===== src/rtl/sync_fifo.sv =====
// -----------------------------------------------------------------------------
// sync_fifo
// Single-clock synchronous FIFO with registered read data and full/empty
// status flags. Generic in width and depth; depth need not be a power of two.
// One instance serves one byte lane of the AHB-to-UART bridge.
//
// Parameters:
//   DATA_WIDTH  width of each entry in bits (default 8)
//   DATA_DEPTH  number of entries, >= 2 (default 8)
//
// Ports:
//   clk        in   clock, all state updates on the rising edge
//   rstn       in   asynchronous active-low reset
//   data_in    in   write data
//   wr_en      in   write request (dropped while full)
//   rd_en      in   read request (ignored while empty)
//   data_out   out  registered read data, valid the edge after an accepted read
//   full       out  FIFO holds DATA_DEPTH entries
//   empty      out  FIFO holds no entries
//   overflow   out  sticky: write attempted while full
//   underflow  out  sticky: read attempted while empty
//
// Optional feature macro: SYNC_FIFO_ERR_EN adds the overflow/underflow
// ports and their sticky flag logic. Without it the data path is identical.
// -----------------------------------------------------------------------------
module sync_fifo #(
  parameter int DATA_WIDTH = 8,
  parameter int DATA_DEPTH = 8
) (
  input  logic                  clk,
  input  logic                  rstn,
  input  logic [DATA_WIDTH-1:0] data_in,
  input  logic                  wr_en,
  input  logic                  rd_en,
  output logic [DATA_WIDTH-1:0] data_out,
  output logic                  full,
`ifdef SYNC_FIFO_ERR_EN
  output logic                  empty,
  output logic                  overflow,
  output logic                  underflow
`else
  output logic                  empty
`endif
);

  localparam int PTR_W = $clog2(DATA_DEPTH);
  localparam int CNT_W = PTR_W + 1;
  localparam logic [PTR_W-1:0] PTR_LAST = PTR_W'(DATA_DEPTH - 1);
  localparam logic [CNT_W-1:0] CNT_FULL = CNT_W'(DATA_DEPTH);
  localparam logic [CNT_W-1:0] CNT_ZERO = {CNT_W{1'b0}};
  localparam logic [CNT_W-1:0] CNT_ONE  = CNT_W'(1);

  logic [DATA_WIDTH-1:0] mem_q [DATA_DEPTH];
  logic [PTR_W-1:0]      wptr_q, wptr_d;
  logic [PTR_W-1:0]      rptr_q, rptr_d;
  logic [CNT_W-1:0]      cnt_q, cnt_d;
  logic [DATA_WIDTH-1:0] dout_q, dout_d;
  logic                  full_s, empty_s;
  logic                  wr_accept_s, rd_accept_s;

  // Explicit wrap at DATA_DEPTH-1 so non-power-of-two depths work.
  function automatic logic [PTR_W-1:0] ptr_inc(input logic [PTR_W-1:0] p);
    if (p == PTR_LAST) begin
      return {PTR_W{1'b0}};
    end else begin
      return p + PTR_W'(1);
    end
  endfunction

  // Flags come only from the count register, so inputs never reach them.
  assign full_s      = (cnt_q == CNT_FULL);
  assign empty_s     = (cnt_q == CNT_ZERO);
  assign wr_accept_s = wr_en && !full_s;
  assign rd_accept_s = rd_en && !empty_s;

  assign full     = full_s;
  assign empty    = empty_s;
  assign data_out = dout_q;

  // Next-state decode for pointers, occupancy and read data.
  always_comb begin
    wptr_d = wptr_q;
    rptr_d = rptr_q;
    cnt_d  = cnt_q;
    dout_d = dout_q;
    if (wr_accept_s) begin
      wptr_d = ptr_inc(wptr_q);
    end else begin
      wptr_d = wptr_q;
    end
    if (rd_accept_s) begin
      rptr_d = ptr_inc(rptr_q);
      dout_d = mem_q[rptr_q];
    end else begin
      rptr_d = rptr_q;
      dout_d = dout_q;
    end
    case ({wr_accept_s, rd_accept_s})
      2'b10:   cnt_d = cnt_q + CNT_ONE;
      2'b01:   cnt_d = cnt_q - CNT_ONE;
      default: cnt_d = cnt_q;
    endcase
  end

  // Control and read-data registers; reset discards contents at once.
  always_ff @(posedge clk or negedge rstn) begin
    if (!rstn) begin
      wptr_q <= {PTR_W{1'b0}};
      rptr_q <= {PTR_W{1'b0}};
      cnt_q  <= CNT_ZERO;
      dout_q <= {DATA_WIDTH{1'b0}};
    end else begin
      wptr_q <= wptr_d;
      rptr_q <= rptr_d;
      cnt_q  <= cnt_d;
      dout_q <= dout_d;
    end
  end

  // Storage array; deliberately not reset.
  always_ff @(posedge clk) begin
    if (wr_accept_s) begin
      mem_q[wptr_q] <= data_in;
    end
  end

`ifdef SYNC_FIFO_ERR_EN
  logic ovf_q, unf_q;

  // Sticky error flags: set on a rejected request, cleared only by reset.
  always_ff @(posedge clk or negedge rstn) begin
    if (!rstn) begin
      ovf_q <= 1'b0;
      unf_q <= 1'b0;
    end else begin
      ovf_q <= ovf_q | (wr_en & full_s);
      unf_q <= unf_q | (rd_en & empty_s);
    end
  end

  assign overflow  = ovf_q;
  assign underflow = unf_q;
`endif

endmodule


===== config.mk =====
export PLATFORM = sky130hd
export DESIGN_NAME = sync_fifo
export DESIGN_NICKNAME = d
export VERILOG_FILES = /design/src/rtl/sync_fifo.sv
export SDC_FILE = /design/constraint.sdc
export NUM_CORES = 1
export LEC_CHECK = 0
export CAP_MARGIN = 20
export CORE_ASPECT_RATIO = 1.4
export CORE_MARGIN = 2
export CORE_UTILIZATION = 55
export DETAILED_ROUTE_END_ITERATION = 8
export GPL_ROUTABILITY_DRIVEN = 0
export GPL_TIMING_DRIVEN = 0
export PLACE_DENSITY = 0.79
export SLEW_MARGIN = 15
export SYNTH_ARGS = -nofsm -noshare
export SYNTH_HDL_FRONTEND = slang
export SYNTH_SLANG_ARGS = --single-unit

===== constraint.sdc =====
create_clock -name clk -period 3.3 [get_ports clk]
set_input_delay 0.99 -clock clk [delete_from_list [all_inputs] [get_ports clk]]
set_output_delay 0.99 -clock clk [all_outputs]
set_load 0.01 [all_outputs]

======== Word level (Yosys, flattened, before mapping) ========
Memories as Yosys holds them, arrays and structs flattened. A register that Yosys moved wholly into a read port is not among the register bits.
Index checks and enable logic that the tools add are counted.
cells by class
  reductions and logical operators ........ 7
  $add $sub $neg .......................... 4
  mux-type cells .......................... 5
  eq/ne operators ......................... 5
operators by type and width
  kind                                                                count
  4-bit case mux with 2 select lines                                  1
  3-bit by 1-bit adder with 3-bit output, second input constant       2
  3-bit == test, second input constant                                2
  3-bit two-way mux                                                   2
  4-bit by 1-bit adder with 4-bit output, second input constant       1
  4-bit == test, second input constant                                1
  4-bit logical NOT                                                   1
  4-bit by 1-bit subtractor with 4-bit output, second input constant  1
  1-bit logical NOT                                                   3
  2-bit by 1-bit == test with 1-bit output, second input constant     1
  2-bit == test, second input constant                                1
  1-bit logical AND                                                   2
  1-bit two-way mux                                                   2
  2-bit nonzero test                                                  1
storage, ports and cells
  flip-flop bits (word level) ............. 10
  logic and storage cells ................. 25
  memories kept ........................... 1
  output and inout bits ................... 10
  memory bits (writable) .................. 64
  bits of input ports ..................... 12
memories
  name   words  width  read ports  clocked after Yosys merged registers in  write ports  line  RTL
  mem_q  8      8      1           1                                        1            53    logic [DATA_WIDTH-1:0] mem_q [DATA_DEPTH];

======== Depth between registers and ports, before layout ========
  depth in word-level cells ............... 5
  gate-level depth with buffers ........... 10
  depth with buffers taken out ............ 9

======== Worst setup path before layout ========
No wires, ideal clock.
  kind .................................... input to register
  start point ............................. input port wr_en
  end point ............................... register cnt_q[3]
  library setup time ...................... 126 ps
  arrival time ............................ 2761 ps
  path buffers ............................ 1
  stages .................................. 8
  required time ........................... 3174 ps
  setup slack ............................. 413 ps
  cells stage by stage .................... a21bo_2 > buf_2 > ha_1 > ha_1 > a21o_1 > a2111oi_2 > a31oi_1 > a311o_1
between the ends
  word-level cells in the longest chain between the ends .. 3
  elaborated cells between the ends (all ways) .. 5
  classes of those cells .................. 2 x eq/ne; 1 x mux; 2 x reduce/logical
ends and longest elaborated chain
  what                                                                       line  RTL
  from (decl)                                                                33    input logic wr_en,
  1-bit logical AND (*)                                                      73    assign wr_accept_s = wr_en && !full_s;
  2-bit by 1-bit == test with 1-bit output or 2-bit == test (tied branches)  98    case ({wr_accept_s, rd_accept_s})
  4-bit case mux with 2 select lines or 2-bit nonzero test (tied branches)   n/a
  to (signal assigned)                                                       115   cnt_q <= cnt_d;
  to (decl)                                                                  56    logic [CNT_W-1:0] cnt_q, cnt_d;
Every way passes the cells marked *; elsewhere a longest branch is shown, timed or not.
A chain may end at the register's enable or synchronous reset.

======== Worst setup path after layout ========
Ends and elaborated chain as after synthesis.

==> metrics <==
post-synthesis cell count 215; starting density of the core 56.07%; PortBufs 21; Synth area leader edfxtp_1; All-Layer GR Usage between 15 and 20%; most frequent cells after synthesis edfxtp_1, dfrtp_1, mux2_2; Final Hold Fails 0; Setup Fix Bufs, Post-CTS 0; hold crit path type reg2reg; FMAX 320.3 MHz; Slew HR 42.34%; die area 6902 um^2; initial antenna violation count 0; clock network power share between 20 and 25%; most frequent cell after synthesis edfxtp_1; Critical Path End Type flip-flop; io pins 22; drt first pass iters 4; CTS tree yes; Die Height 97.50 um; slowest CP cell clkdlybuf4s50_1; filler cell count 464; CTS Root Cell clkbuf_8; CTS buffer count 9; switching power 0.001128 W; final slew viol count 0; internal power 0.002395 W; layout cells sized above 1 20.55%; Worst Hold Slack between 0.4 and 0.5 ns; fin area between 4000 and 5000 um^2; sw frac 32.02%; synth warn 0; # diodes 0; Min Clock Period, post-route 3.122 ns; placed insts 309; FF+latch area 2372 um^2; status completed; Static Leak ~1.4 nW; WL/cell 18.78 um; Worst path max stage delay 0.48 ns; DR vias/cell 5.868; area of the core approximately 6000 um^2; count of flip-flops with a built-in enable after synthesis 64; CP Launch Type input pin; nets 268; top cells by area, synth edfxtp_1, dfrtp_1, mux2_2, mux2i_1, ha_1; critical path type in2reg; Antenna Nets Post-Route 0; Resize count post-CTS 0; Horiz. Die Dim about 70 um; Setup TNS 0 ns; Post-Route WL 6.103 mm; H-tree levels 3; syn nets around 240; Netlist cell types 35; Clk Latency, worst-skew pair 0.34 ns; register area share after synthesis just under 70%; Seq pwr share 42.5%; critical path arrival 3.35 ns; Avg Cell Area, Syn 15.97 um^2; final setup violating endpoints 0; hold buffers post-CTS 0; Detailed Place HPWL ~4.2 mm; crit-path max FO 10; Comb power frac 35.5%; total gr overflow 0; top cell type's share of synthesized area 55.96%; clock-pin slew on the worst setup and hold paths ~0.080 ns; register bit count reported by yosys a little over 80; drt drc 0; ys flop type edfxtp_1; max-cap check violation count 0; multi-input logic area 998.5 um^2; Worst EP required 3.53 ns; Synth-to-Final Area Change 16.54%; ys async rst share 21.95%; first-pass GRT wire length 9.791 mm; clock skew 0.006564 ns; period utilization 94.62%; largest net degree at the start of global routing 19; CTS sink count 82; Critical Path, Cell by Cell clkdlybuf4s50_1, a21bo_2, buf_2, ha_2, ha_1, a21o_1, a2111oi_4, a31oi_1, a311o_1; Mapped Area between 3000 and 4000 um^2; actual transition at the worst max-transition pin 0.8621 ns; setup repair after global routing missed its margin false; vias in the first global route a little under 2000; num rows 34; dpl cell area approximately 3800 um^2; PwrDens 880.2 nW/um^2; VDD IR-drop max approximately 0.48 mV; final std cells w/o fill 325; DRT iter0 DRCs 102; CTS Buffer Depth 2; vias about 1900
-- cell type report --
class / instances / share of cell area, %
Clock buffer: 10 / 3.188
Timing Repair Buffer: 22 / 5.439
Buffer: 10 / 2.251
Clock inverter: 6 / 2.282
Tap cell: 72 / 2.251
Multi-Input combinational cell: 119 / 24.95
Inverter: 4 / 0.3751
Sequential cell: 82 / 59.27
-- logic make-up after synthesis --
group,synth area share [%]
adder cells (fa/ha/maj),3.133
flip-flops,69.07
XOR/XNOR,0.5101
AND/OR/NAND/NOR,5.865
multiplexers,10.86
AO/OA/AOI/OAI,7.504
buffers and inverters,3.060
-- critical path, delay by kind of cell --
family          cells  cell delay (ns)
compound gates      5             1.18
buf+inv             2             0.67
fa+ha+maj           2             0.51
-- final timing paths --
check | start | to | slack [ns] | cells after the start
setup / recovery | wr_en | cnt_q[3] | 0.18 | 9
hold / removal | data_out[0] | data_out[0] | 0.48 | 2
setup reg to reg | cnt_q[0] | cnt_q[3] | 0.26 | 10
hold reg to reg | data_out[0] | data_out[0] | 0.48 | 2
max in group asynchronous | rstn | data_out[0] | 1.63 | 1
min in group asynchronous | rstn | cnt_q[0] | 1.13 | 1
-- registers in the layout, summed over array words and instances (netlist names) --
| signal | count |
|---|---|
| wptr_q | 3 |
| rptr_q | 3 |
| cnt_q | 4 |
| mem_q | 64 |
| data_out | 8 |
-- per-layer routing --
metal	up-vias	track usage, %	part of all wire, %
met3	19	5.498	3.3
met2	44	32.21	52
li1	898	-	-
met4	0	11.18	2.9
met1	946	22.40	42
met5	-	0	0
-- through the flow --
step | setup WS, ns | power [W] | util (%)
after floorplan | 0.4129 | 0.002355 | -
after global placement | -0.3944 | 0.002684 | 60.97
after detailed placement | -0.2432 | 0.002768 | 61.52
after CTS | 0.1331 | 0.003533 | 65.09
after global routing | 0.02851 | 0.003728 | 65.34
final | 0.1777 | 0.003523 | 65.34
-- power groups by stage --
stage          combinational (W)  sequential (W)  clock, W
6_report                 0.00125         0.00150  0.000773
5_1_grt                  0.00138         0.00153  0.000824
4_1_cts                  0.00125         0.00150  0.000785
3_5_place_dp             0.00125         0.00152         0
3_3_place_gp             0.00119         0.00150         0
2_1_floorplan           0.000847         0.00151         0
-- layout by cell type (no fill, tap or decap), types with 3 or more instances in the layout --
| master | synthesis | final |
|---|---|---|
| dfrtp_1 | 18 | 18 |
| a21o_1 | 3 | 3 |
| inv_1 | 4 | 4 |
| o21ai_0 | 3 | 3 |
| nand2_1 | 13 | 13 |
| nor2_1 | 5 | 5 |
| buf_2 | 4 | 4 |
| a221o_1 | 8 | 8 |
| ha_1 | 7 | 6 |
| o21ai_1 | 7 | 7 |
| mux2i_1 | 17 | 17 |
| mux2_2 | 18 | 18 |
| clkdlybuf4s50_1 | 0 | 21 |
| clkbuf_8 | 0 | 9 |
| nor3_2 | 0 | 4 |
| o22ai_1 | 8 | 8 |
| clkinvlp_4 | 0 | 3 |
| nand2b_1 | 6 | 6 |
| edfxtp_1 | 64 | 64 |
| nor3_1 | 7 | 3 |
Power figures use the tool's default switching activity.
==> RTL edit: new RTL, config.mk and constraints unchanged <==
Set the parameter `DATA_DEPTH` to 4 (it was 8). Comments in the files are not updated.
--- a/src/rtl/sync_fifo.sv
+++ b/src/rtl/sync_fifo.sv
@@ -26,5 +26,5 @@
 module sync_fifo #(
   parameter int DATA_WIDTH = 8,
-  parameter int DATA_DEPTH = 8
+  parameter int DATA_DEPTH = 4
 ) (
   input  logic                  clk,
Function: changed (Yosys sat finds a counterexample within 10 cycles, from zero or initial values and one cycle with rstn low).
==> RTL edit against the unedited design <==
Cell area down 44%; total power down 46%; wire length down 53%; setup slack better by 0.48 ns; sequential cell count down 35; area after synthesis down 45%; count of clock-buffer cells in the layout down 3; synthesized cell count down 54%; critical path type unchanged; largest cell class unchanged; largest power group unchanged.
==> RTL edit: results (changes against the unedited design) <==
GRT
  – Number of global-route vias before repair: 976 (was 1939)
  – Wire length of the first global-routing pass: 4640 µm (was 9790 µm)
  – Total GRT Usage: 0.179 (was 0.195)
  – Largest net degree at the start of global routing: 16 (was 19)

Yosys
  – Syn_nets: 118 (was 235)
  – Netlist cell types: 20 (was 35)
  – Synth cell count leaders: edfxtp_1 (32), dfrtp_1 (15), mux2_2 (11), mux4_2 (8), inv_1 (7) (was edfxtp_1 (64), dfrtp_1 (18), mux2_2 (18), mux2i_1 (17), nand2_1 (13))
  – Post-synth EDFFs: 32 (was 64)
  – Post-synthesis cell count: 99 (was 215)
  – Register bit total from synthesis: 47 (was 82)

Layout
  – Clock network area share: 0.0363 (was 0.0547)
  – Area grow syn2layout: 18.0% (was 16.5%)
  – Register area: 0.00134 mm² (was 0.00237 mm²)
  – Post-layout nets: 146 (was 268)
  – Design Area, Final: 0.00224 mm² (was 0.00400 mm²)
  – Share of cells above drive strength 1: 0.227 (was 0.206)
  – Non-clock inverter count: 7 (was 4)
  – Buffers excl. clock: 24 (was 32)
  – Comb_multi_in: 42 (was 119)
  – Non-clk buf share: 0.104 (was 0.0769)

Power
  – Clk pwr share: 0.169 (was 0.220)
  – Sequential power: 0.906 mW (was 1.50 mW)

Worst setup path
  – Worst path top cell family by delay: buffers and inverters (was compound AO/OA/AOI/OAI gates)
  – Worst r2r path cells: 9 (was 10)
  – Worst setup startpoint: rd_en (was wr_en)
  – Worst EP required: 3.51 ns (was 3.53 ns)

Route
  – First drt pass iteration count: 3 (was 4)
  – Routed wire per std cell: 17.2 µm (was 18.8 µm)
  – Drt total wl: 2890 µm (was 6100 µm)

Min path
  – WHS Path Cells: 1 (was 2)

Placed design
  – # placed instances: 160 (was 309)
  – DP Worst Slack: 0.326 ns (was -0.243 ns)

Clocking
  – H-tree Lvls: 2 (was 3)
  – TritonCTS Buffers: 5 (was 9)

Timing
  – Worst slew pin tran: 0.727 ns (was 0.862 ns)
  – Fin Clk Skew: 0.00728 ns (was 0.00656 ns)

Status
  – Outcome: complete, no violations (unchanged)
==> RTL edit: final timing paths <==
check                      slack [ns]           to
max reg2reg                      1.20     cnt_q[2]
min in group asynchronous        1.13  data_out[5]
max in group asynchronous        1.71  data_out[2]
min reg2reg                      0.51  data_out[4]
max                              0.65     cnt_q[2]
min                              0.51  data_out[4]
==> RTL edit: routing by layer <==
layer  global-route usage  wire (µm)  up-vias  share of wire
met1                0.221       1140      454           0.39
met5                    0          0        -              0
li1                     -          -      423              -
met2                0.287       1570       21           0.54
met3               0.0569        130        4          0.045
met4               0.0769         48        0          0.017
==> RTL edit: cell families (layout without fill, tap and decap cells) <==
kind of cell / Yosys count / in the layout / share of synthesized area
muxes: 20 / 20 / 0.165
DFF: 47 / 47 / 0.703
AOI/OAI and AO/OA: 2 / 2 / 0.0105
xor gates and xnor gates: 3 / 3 / 0.0138
adders and majority gates: 7 / 7 / 0.0500
and+or+nand+nor: 10 / 10 / 0.0322
buffers and inverters: 10 / 39 / 0.0257
